<file path="src/rtl/seven_seg_pkg.sv">
// Shared 7-segment definitions: active-low GFEDCBA glyph patterns and capture FSM encoding.
// Used by the display decoder and by seven_seg_capture / seven_seg_encoder.
package seven_seg_pkg;

   typedef logic [6:0] seg_t;

   localparam seg_t SEG_BLANK   = 7'b1111111;
   localparam seg_t SEG_GLYPH_0 = 7'b1000000;
   localparam seg_t SEG_GLYPH_1 = 7'b1111001;
   localparam seg_t SEG_GLYPH_2 = 7'b0100100;
   localparam seg_t SEG_GLYPH_3 = 7'b0110000;
   localparam seg_t SEG_GLYPH_4 = 7'b0011001;
   localparam seg_t SEG_GLYPH_5 = 7'b0010010;
   localparam seg_t SEG_GLYPH_6 = 7'b0000010;
   localparam seg_t SEG_GLYPH_7 = 7'b1111000;
   localparam seg_t SEG_GLYPH_8 = 7'b0000000;
   localparam seg_t SEG_GLYPH_9 = 7'b0010000;
   localparam seg_t SEG_GLYPH_A = 7'b0001000;
   localparam seg_t SEG_GLYPH_B = 7'b0000011;
   localparam seg_t SEG_GLYPH_C = 7'b1000110;
   localparam seg_t SEG_GLYPH_D = 7'b0100001;
   localparam seg_t SEG_GLYPH_E = 7'b0000110;
   localparam seg_t SEG_GLYPH_F = 7'b0001110;

   // Capture FSM state encoding, also visible on the state_dbg port.
   typedef logic [1:0] cap_state_t;
   localparam cap_state_t ST_IDLE  = 2'd0;
   localparam cap_state_t ST_TRACK = 2'd1;
   localparam cap_state_t ST_HOLD  = 2'd2;

   localparam int CNT_W = 8;

endpackage

</file>
<file path="src/rtl/seven_seg_encoder.sv">
// Combinational segment-pattern to nibble classifier (inverse of the 7-segment decoder).
// Define SEEN SEVEN_SEG_HEX_EXT_EN to also accept the A-F glyphs as legal numerals.
module seven_seg_encoder
   import seven_seg_pkg::*;
(
   input  logic [6:0] seg_i,
   output logic [3:0] nibble_o,
   output logic       legal_o,
   output logic       blank_o
);

   always_comb begin
      nibble_o = 4'h0;
      legal_o  = 1'b1;
      blank_o  = 1'b0;
      case (seg_i)
         SEG_GLYPH_0: nibble_o = 4'h0;
         SEG_GLYPH_1: nibble_o = 4'h1;
         SEG_GLYPH_2: nibble_o = 4'h2;
         SEG_GLYPH_3: nibble_o = 4'h3;
         SEG_GLYPH_4: nibble_o = 4'h4;
         SEG_GLYPH_5: nibble_o = 4'h5;
         SEG_GLYPH_6: nibble_o = 4'h6;
         SEG_GLYPH_7: nibble_o = 4'h7;
         SEG_GLYPH_8: nibble_o = 4'h8;
         SEG_GLYPH_9: nibble_o = 4'h9;
`ifdef SEVEN_SEG_HEX_EXT_EN
         SEG_GLYPH_A: nibble_o = 4'hA;
         SEG_GLYPH_B: nibble_o = 4'hB;
         SEG_GLYPH_C: nibble_o = 4'hC;
         SEG_GLYPH_D: nibble_o = 4'hD;
         SEG_GLYPH_E: nibble_o = 4'hE;
         SEG_GLYPH_F: nibble_o = 4'hF;
`endif
         SEG_BLANK: begin
            legal_o = 1'b0;
            blank_o = 1'b1;
         end
         default: legal_o = 1'b0;
      endcase
   end

endmodule

</file>
<file path="src/rtl/seven_seg_capture.sv">
// Recovers per-digit values from a multiplexed active-low 7-segment bus with a stability filter.
// Build option: SEVEN_SEG_HEX_EXT_EN (passed to seven_seg_encoder) accepts hex glyphs A-F.
module seven_seg_capture
   import seven_seg_pkg::*;
#(
   parameter int  NUM_DIGITS    = 2,
   parameter int  STABLE_CYCLES = 4,
   localparam int IDX_W         = (NUM_DIGITS > 1) ? $clog2(NUM_DIGITS) : 1
) (
   input  logic                    clk,
   input  logic                    reset_n,
   input  logic [6:0]              seg_in,
   input  logic [NUM_DIGITS-1:0]   an_in,
   output logic [4*NUM_DIGITS-1:0] digit_out,
   output logic [NUM_DIGITS-1:0]   digit_valid,
   output logic [NUM_DIGITS-1:0]   pattern_err,
   output logic                    upd_strobe,
   output logic [IDX_W-1:0]        upd_idx,
   output logic [1:0]              state_dbg
);

   seg_t                    seg_s1_q, seg_s2_q, seg_prev_q;
   logic [NUM_DIGITS-1:0]   an_s1_q, an_s2_q, an_prev_q;

   cap_state_t              state_q, state_d;
   logic [CNT_W-1:0]        cnt_q, cnt_d;
   logic                    capture;
   logic                    single;
   logic                    changed;
   logic [IDX_W-1:0]        cap_idx;

   logic [4*NUM_DIGITS-1:0] digit_q, digit_d;
   logic [NUM_DIGITS-1:0]   valid_q, valid_d;
   logic [NUM_DIGITS-1:0]   err_q, err_d;
   logic                    strobe_q, strobe_d;
   logic [IDX_W-1:0]        idx_q, idx_d;

   logic [3:0]              enc_nibble;
   logic                    enc_legal;
   logic                    enc_blank;

   // Synchronizers and previous-sample register idle high, i.e. no anode driven.
   always_ff @(posedge clk or negedge reset_n) begin
      if (!reset_n) begin
         seg_s1_q   <= SEG_BLANK;
         seg_s2_q   <= SEG_BLANK;
         seg_prev_q <= SEG_BLANK;
         an_s1_q    <= '1;
         an_s2_q    <= '1;
         an_prev_q  <= '1;
      end else begin
         seg_s1_q   <= seg_in;
         seg_s2_q   <= seg_s1_q;
         seg_prev_q <= seg_s2_q;
         an_s1_q    <= an_in;
         an_s2_q    <= an_s1_q;
         an_prev_q  <= an_s2_q;
      end
   end

   seven_seg_encoder u_encoder (
      .seg_i    (seg_s2_q),
      .nibble_o (enc_nibble),
      .legal_o  (enc_legal),
      .blank_o  (enc_blank)
   );

   assign single  = $onehot(~an_s2_q);
   assign changed = ({an_s2_q, seg_s2_q} != {an_prev_q, seg_prev_q});

   always_comb begin
      cap_idx = '0;
      for (int i = 0; i < NUM_DIGITS; i++) begin
         if (!an_s2_q[i]) cap_idx = IDX_W'(i);
      end
   end

   always_comb begin
      state_d = state_q;
      cnt_d   = cnt_q;
      capture = 1'b0;
      case (state_q)
         ST_IDLE: begin
            cnt_d = '0;
            if (single) begin
               state_d = ST_TRACK;
               cnt_d   = CNT_W'(1);
            end
         end
         ST_TRACK: begin
            if (changed) begin
               state_d = single ? ST_TRACK : ST_IDLE;
               cnt_d   = single ? CNT_W'(1) : '0;
            end else if (cnt_q == CNT_W'(STABLE_CYCLES - 1)) begin
               state_d = ST_HOLD;
               cnt_d   = '0;
               capture = 1'b1;
            end else begin
               cnt_d = cnt_q + CNT_W'(1);
            end
         end
         ST_HOLD: begin
            if (changed) begin
               state_d = single ? ST_TRACK : ST_IDLE;
               cnt_d   = single ? CNT_W'(1) : '0;
            end
         end
         default: begin
            state_d = ST_IDLE;
            cnt_d   = '0;
         end
      endcase
   end

   // Illegal patterns keep the previous nibble so the last good value stays readable.
   always_comb begin
      digit_d  = digit_q;
      valid_d  = valid_q;
      err_d    = err_q;
      idx_d    = idx_q;
      strobe_d = 1'b0;
      if (capture) begin
         strobe_d = 1'b1;
         idx_d    = cap_idx;
         for (int i = 0; i < NUM_DIGITS; i++) begin
            if (!an_s2_q[i]) begin
               if (enc_legal) begin
                  digit_d[4*i +: 4] = enc_nibble;
                  valid_d[i]        = 1'b1;
                  err_d[i]          = 1'b0;
               end else if (enc_blank) begin
                  digit_d[4*i +: 4] = 4'h0;
                  valid_d[i]        = 1'b0;
                  err_d[i]          = 1'b0;
               end else begin
                  valid_d[i]        = 1'b0;
                  err_d[i]          = 1'b1;
               end
            end
         end
      end
   end

   always_ff @(posedge clk or negedge reset_n) begin
      if (!reset_n) begin
         state_q  <= ST_IDLE;
         cnt_q    <= '0;
         digit_q  <= '0;
         valid_q  <= '0;
         err_q    <= '0;
         strobe_q <= 1'b0;
         idx_q    <= '0;
      end else begin
         state_q  <= state_d;
         cnt_q    <= cnt_d;
         digit_q  <= digit_d;
         valid_q  <= valid_d;
         err_q    <= err_d;
         strobe_q <= strobe_d;
         idx_q    <= idx_d;
      end
   end

   assign digit_out   = digit_q;
   assign digit_valid = valid_q;
   assign pattern_err = err_q;
   assign upd_strobe  = strobe_q;
   assign upd_idx     = idx_q;
   assign state_dbg   = state_q;

endmodule
</file>
<file path="config.mk">
export PLATFORM = sky130hd
export DESIGN_NAME = seven_seg_capture
export DESIGN_NICKNAME = d
export VERILOG_FILES = /design/src/rtl/seven_seg_pkg.sv /design/src/rtl/seven_seg_encoder.sv /design/src/rtl/seven_seg_capture.sv
export SDC_FILE = /design/constraint.sdc
export NUM_CORES = 1
export LEC_CHECK = 0
export BUFFER_PORTS_ARGS = -buffer_cell sky130_fd_sc_hd__buf_2
export CELL_PAD_IN_SITES_DETAIL_PLACEMENT = 1
export CELL_PAD_IN_SITES_GLOBAL_PLACEMENT = 1
export CORE_MARGIN = 2
export CORE_UTILIZATION = 48
export CTS_BUF_LIST = sky130_fd_sc_hd__clkbuf_2 sky130_fd_sc_hd__clkbuf_4 sky130_fd_sc_hd__clkbuf_8
export DETAILED_ROUTE_END_ITERATION = 8
export GPL_TIMING_DRIVEN = 1
export PLACE_DENSITY = 0.88
export SLEW_MARGIN = 0
export SYNTH_ARGS = -nofsm -noshare
export SYNTH_HDL_FRONTEND = slang
export SYNTH_SLANG_ARGS = --single-unit
</file>
<file path="constraint.sdc">
create_clock -name clk -period 2.7 [get_ports clk]
set_input_delay 0.54 -clock clk [delete_from_list [all_inputs] [get_ports clk]]
set_output_delay 0.54 -clock clk [all_outputs]
set_load 0.02 [all_outputs]
</file>
==> reports/metrics.yaml <==
post_cts_buffers: 0
antenna_left: 0
track_usage_pct: 19.9
overflow: 0
place_ws_ns: 0.296
gp_congestion: 0.824
leakage_nw: 1.14
drc: 0
grt_first_pass_wirelength_um: 7790
drt_pass1_iterations: 4
top_usage_layer: "met2"
root_buffer: "clkbuf_8"
cts.path.max_buffers: 2
fmax_mhz: 403
layout.cells.non_filler: 254
fin_nets: 213
final_cell_mix: "dfstp_2 (27), buf_2 (26), dfrtp_1 (24)"
grtUsageMet2_pct: 32.1
ctsResizeCount: 0
reg2reg_slack_ns: 0.22
finalMaxSlewViolations: 0
wl_um: 4580
synth_area_mm2: 0.00224
worstSkewPairLatency_ns: 0.31
fin_skew_ns: 0.00813
arrival_ns: 2.68
io_pins: 27
clkTransAtPathRegs_ns: 0.09
die_w_um: 72.3
synth_area_leaders: "dfstp_2 (32%), dfrtp_1 (27%), xor2_1 (6.3%)"
synthCells: 175
dieArea_mm2: 0.00523
ir_worst_vdd_uv: 345
ys.flop_type: "dfstp_2"
met3_usage_pct: 5.14
viasPerCell: 5.65
yosysSeqAreaShare_pct: 58.5
core.rowCount: 24
worst-path-buf-inv: 0
fin_crit_ns: 2.48
fin_crit_sh_pct: 92.0
outcome: "completed"
regArea_mm2: 0.00131
setup_ws_ns: 0.217
crit_family: "simple AND/OR/NAND/NOR gates"
setup_violations: 0
setup_tns_ns: 0
synthArstFlopShare_pct: 100
cts_num_sinks: 51
antenna_found_initial: 0
end_kind: "register"
final_common_cell: "dfstp_2"
fin_hold_ws_ns: 0.204
reg2reg_from: "seg_s2_q[1]$_DFF_PN1_"
hpwl_um: 3160
grt_max_degree: 28
crit_required_ns: 2.90
n_fill_cell: 465
multiInputGateArea_um2: 851
crit_type: "reg2reg"
grt_pass1_vias: 1553
first_iter_violations: 53
synth_area_per_cell_um2: 12.8
postCtsHoldBufs: 0
synth_top_area_share_pct: 31.7
r2r_cells: 5
critPathSlowestCell: "dfstp_2"
cap_violations: 0
tightest_slew_ns: 0.652
wl_per_cell_um: 18.0
path_max_fanout: 12
hold_path.class: "in2async"
cts_max_level: 2
p_per_area_mw_per_mm2: 609
path_cells: "xor2_1, nor4_2, nand3_1, nor3_1, mux2_2"
cp_slowest_stage_delay_ns: 0.66
ys_ff_latch: 51
rsz0062_at_grt: "false"
synth_nets: 187
finalHoldViolCount: 0
ys_warn_count: 0
antenna_cells: 0
core_area_mm2: 0.00441
area_delta_synth_final_pct: 12.7
vias: 1435
yosys.cell_types.count: 48
cts_tree: "done"
worstReg2RegEnd: "digit_valid[0]$_DFFE_PN0P_"
die_h_um: 72.3
start_util_pct: 50.8
grtUsageMet1_pct: 25.4
drive_above_1_share_pct: 38.1
synth-edff-count: 0
cts_made_buffers: 5
critPathLaunchType: "register"
relSlewSlack_pct: 56.1
synth_area_leader_cell: "dfstp_2"
place_inst: 246
port-buffer-count: 26
-- worst register-to-register path, stage by stage (launching register included) --
cell,delay [ns]
dfstp_2,0.66
xor2_1,0.12
nor4_2,0.36
nand3_1,0.41
nor3_1,0.46
mux2_2,0.37
-- cells by family after synthesis --
| kind of cell | share of synthesized area, % |
|---|---|
| adder cells (fa/ha/maj) | 0.558 |
| AO/OA/AOI/OAI | 10.1 |
| XOR/XNOR | 7.04 |
| flip-flops | 58.5 |
| multiplexers | 6.37 |
| AND/OR/NAND/NOR | 13.9 |
| buffers and inverters | 3.57 |
-- power breakdown --
part | leakage, nW | switching, mW | internal, mW
Sequential | 0.615 | 0.0297 | 0.805
Clock | 0.0687 | 0.253 | 0.370
Combinational | 0.454 | 0.0508 | 0.0299
Total | 1.14 | 0.334 | 1.20
-- synth_stat cells (3+ instances only) --
master and count:
dfstp_2 27, dfrtp_1 24, xor2_1 16, nor2_1 12
nand2_1 9, nand3_1 7, inv_1 6, mux2_4 6
buf_2 4, nand4_1 4, nor3_1 4, a21oi_1 3
and3_1 3, mux2i_1 3, o21ai_1 3, o311ai_4 3
-- flip-flops by register name, summed over array words and instances, names as in the netlist, 2 cells and up --
name / flops
an_prev_q: 2
an_s1_q: 2
an_s2_q: 2
cnt_q: 8
digit_out: 8
digit_valid: 2
pattern_err: 2
seg_prev_q: 7
seg_s1_q: 7
seg_s2_q: 7
state_dbg: 2
-- per-layer routing --
metal  routed length, um  part of all wire, %
met4                  99                  2.2
met3                 208                  4.5
met2                2200                   48
met5                   0                    0
met1                2070                   45
-- worst max path at each step --
stage / depth (start not counted) / from / endpoint
after floorplan: 6 / seg_s2_q[4]$_DFF_PN1_ / digit_out[0]$_DFFE_PN0P_
after global placement: 5 / seg_s2_q[1]$_DFF_PN1_ / digit_valid[0]$_DFFE_PN0P_
after detailed placement: 5 / seg_s2_q[1]$_DFF_PN1_ / digit_valid[0]$_DFFE_PN0P_
after CTS: 5 / seg_s2_q[1]$_DFF_PN1_ / digit_valid[0]$_DFFE_PN0P_
after global routing: 5 / seg_s2_q[1]$_DFF_PN1_ / digit_valid[0]$_DFFE_PN0P_
final: 5 / seg_s2_q[1]$_DFF_PN1_ / digit_valid[0]$_DFFE_PN0P_
-- metrics by stage --
step	instance area [um^2]	util [%]	total power [mW]
6_report	2520	57.2	1.54
5_1_grt	2520	57.2	1.59
4_1_cts	2520	57.2	1.55
3_5_place_dp	2390	54.1	0.926
3_3_place_gp	2390	54.1	0.917
2_1_floorplan	2240	-	0.888
-- area by class of cell --
cell class                 count  area share, %
clock buffer                   5           2.73
clock inverter                 3           2.63
inverter                       7           1.04
multi-input combinational    109           33.7
sequential                    51           51.9
tap                           52           2.58
timing repair buffer          27           5.45
No activity file was read; power rests on OpenSTA's default activity.
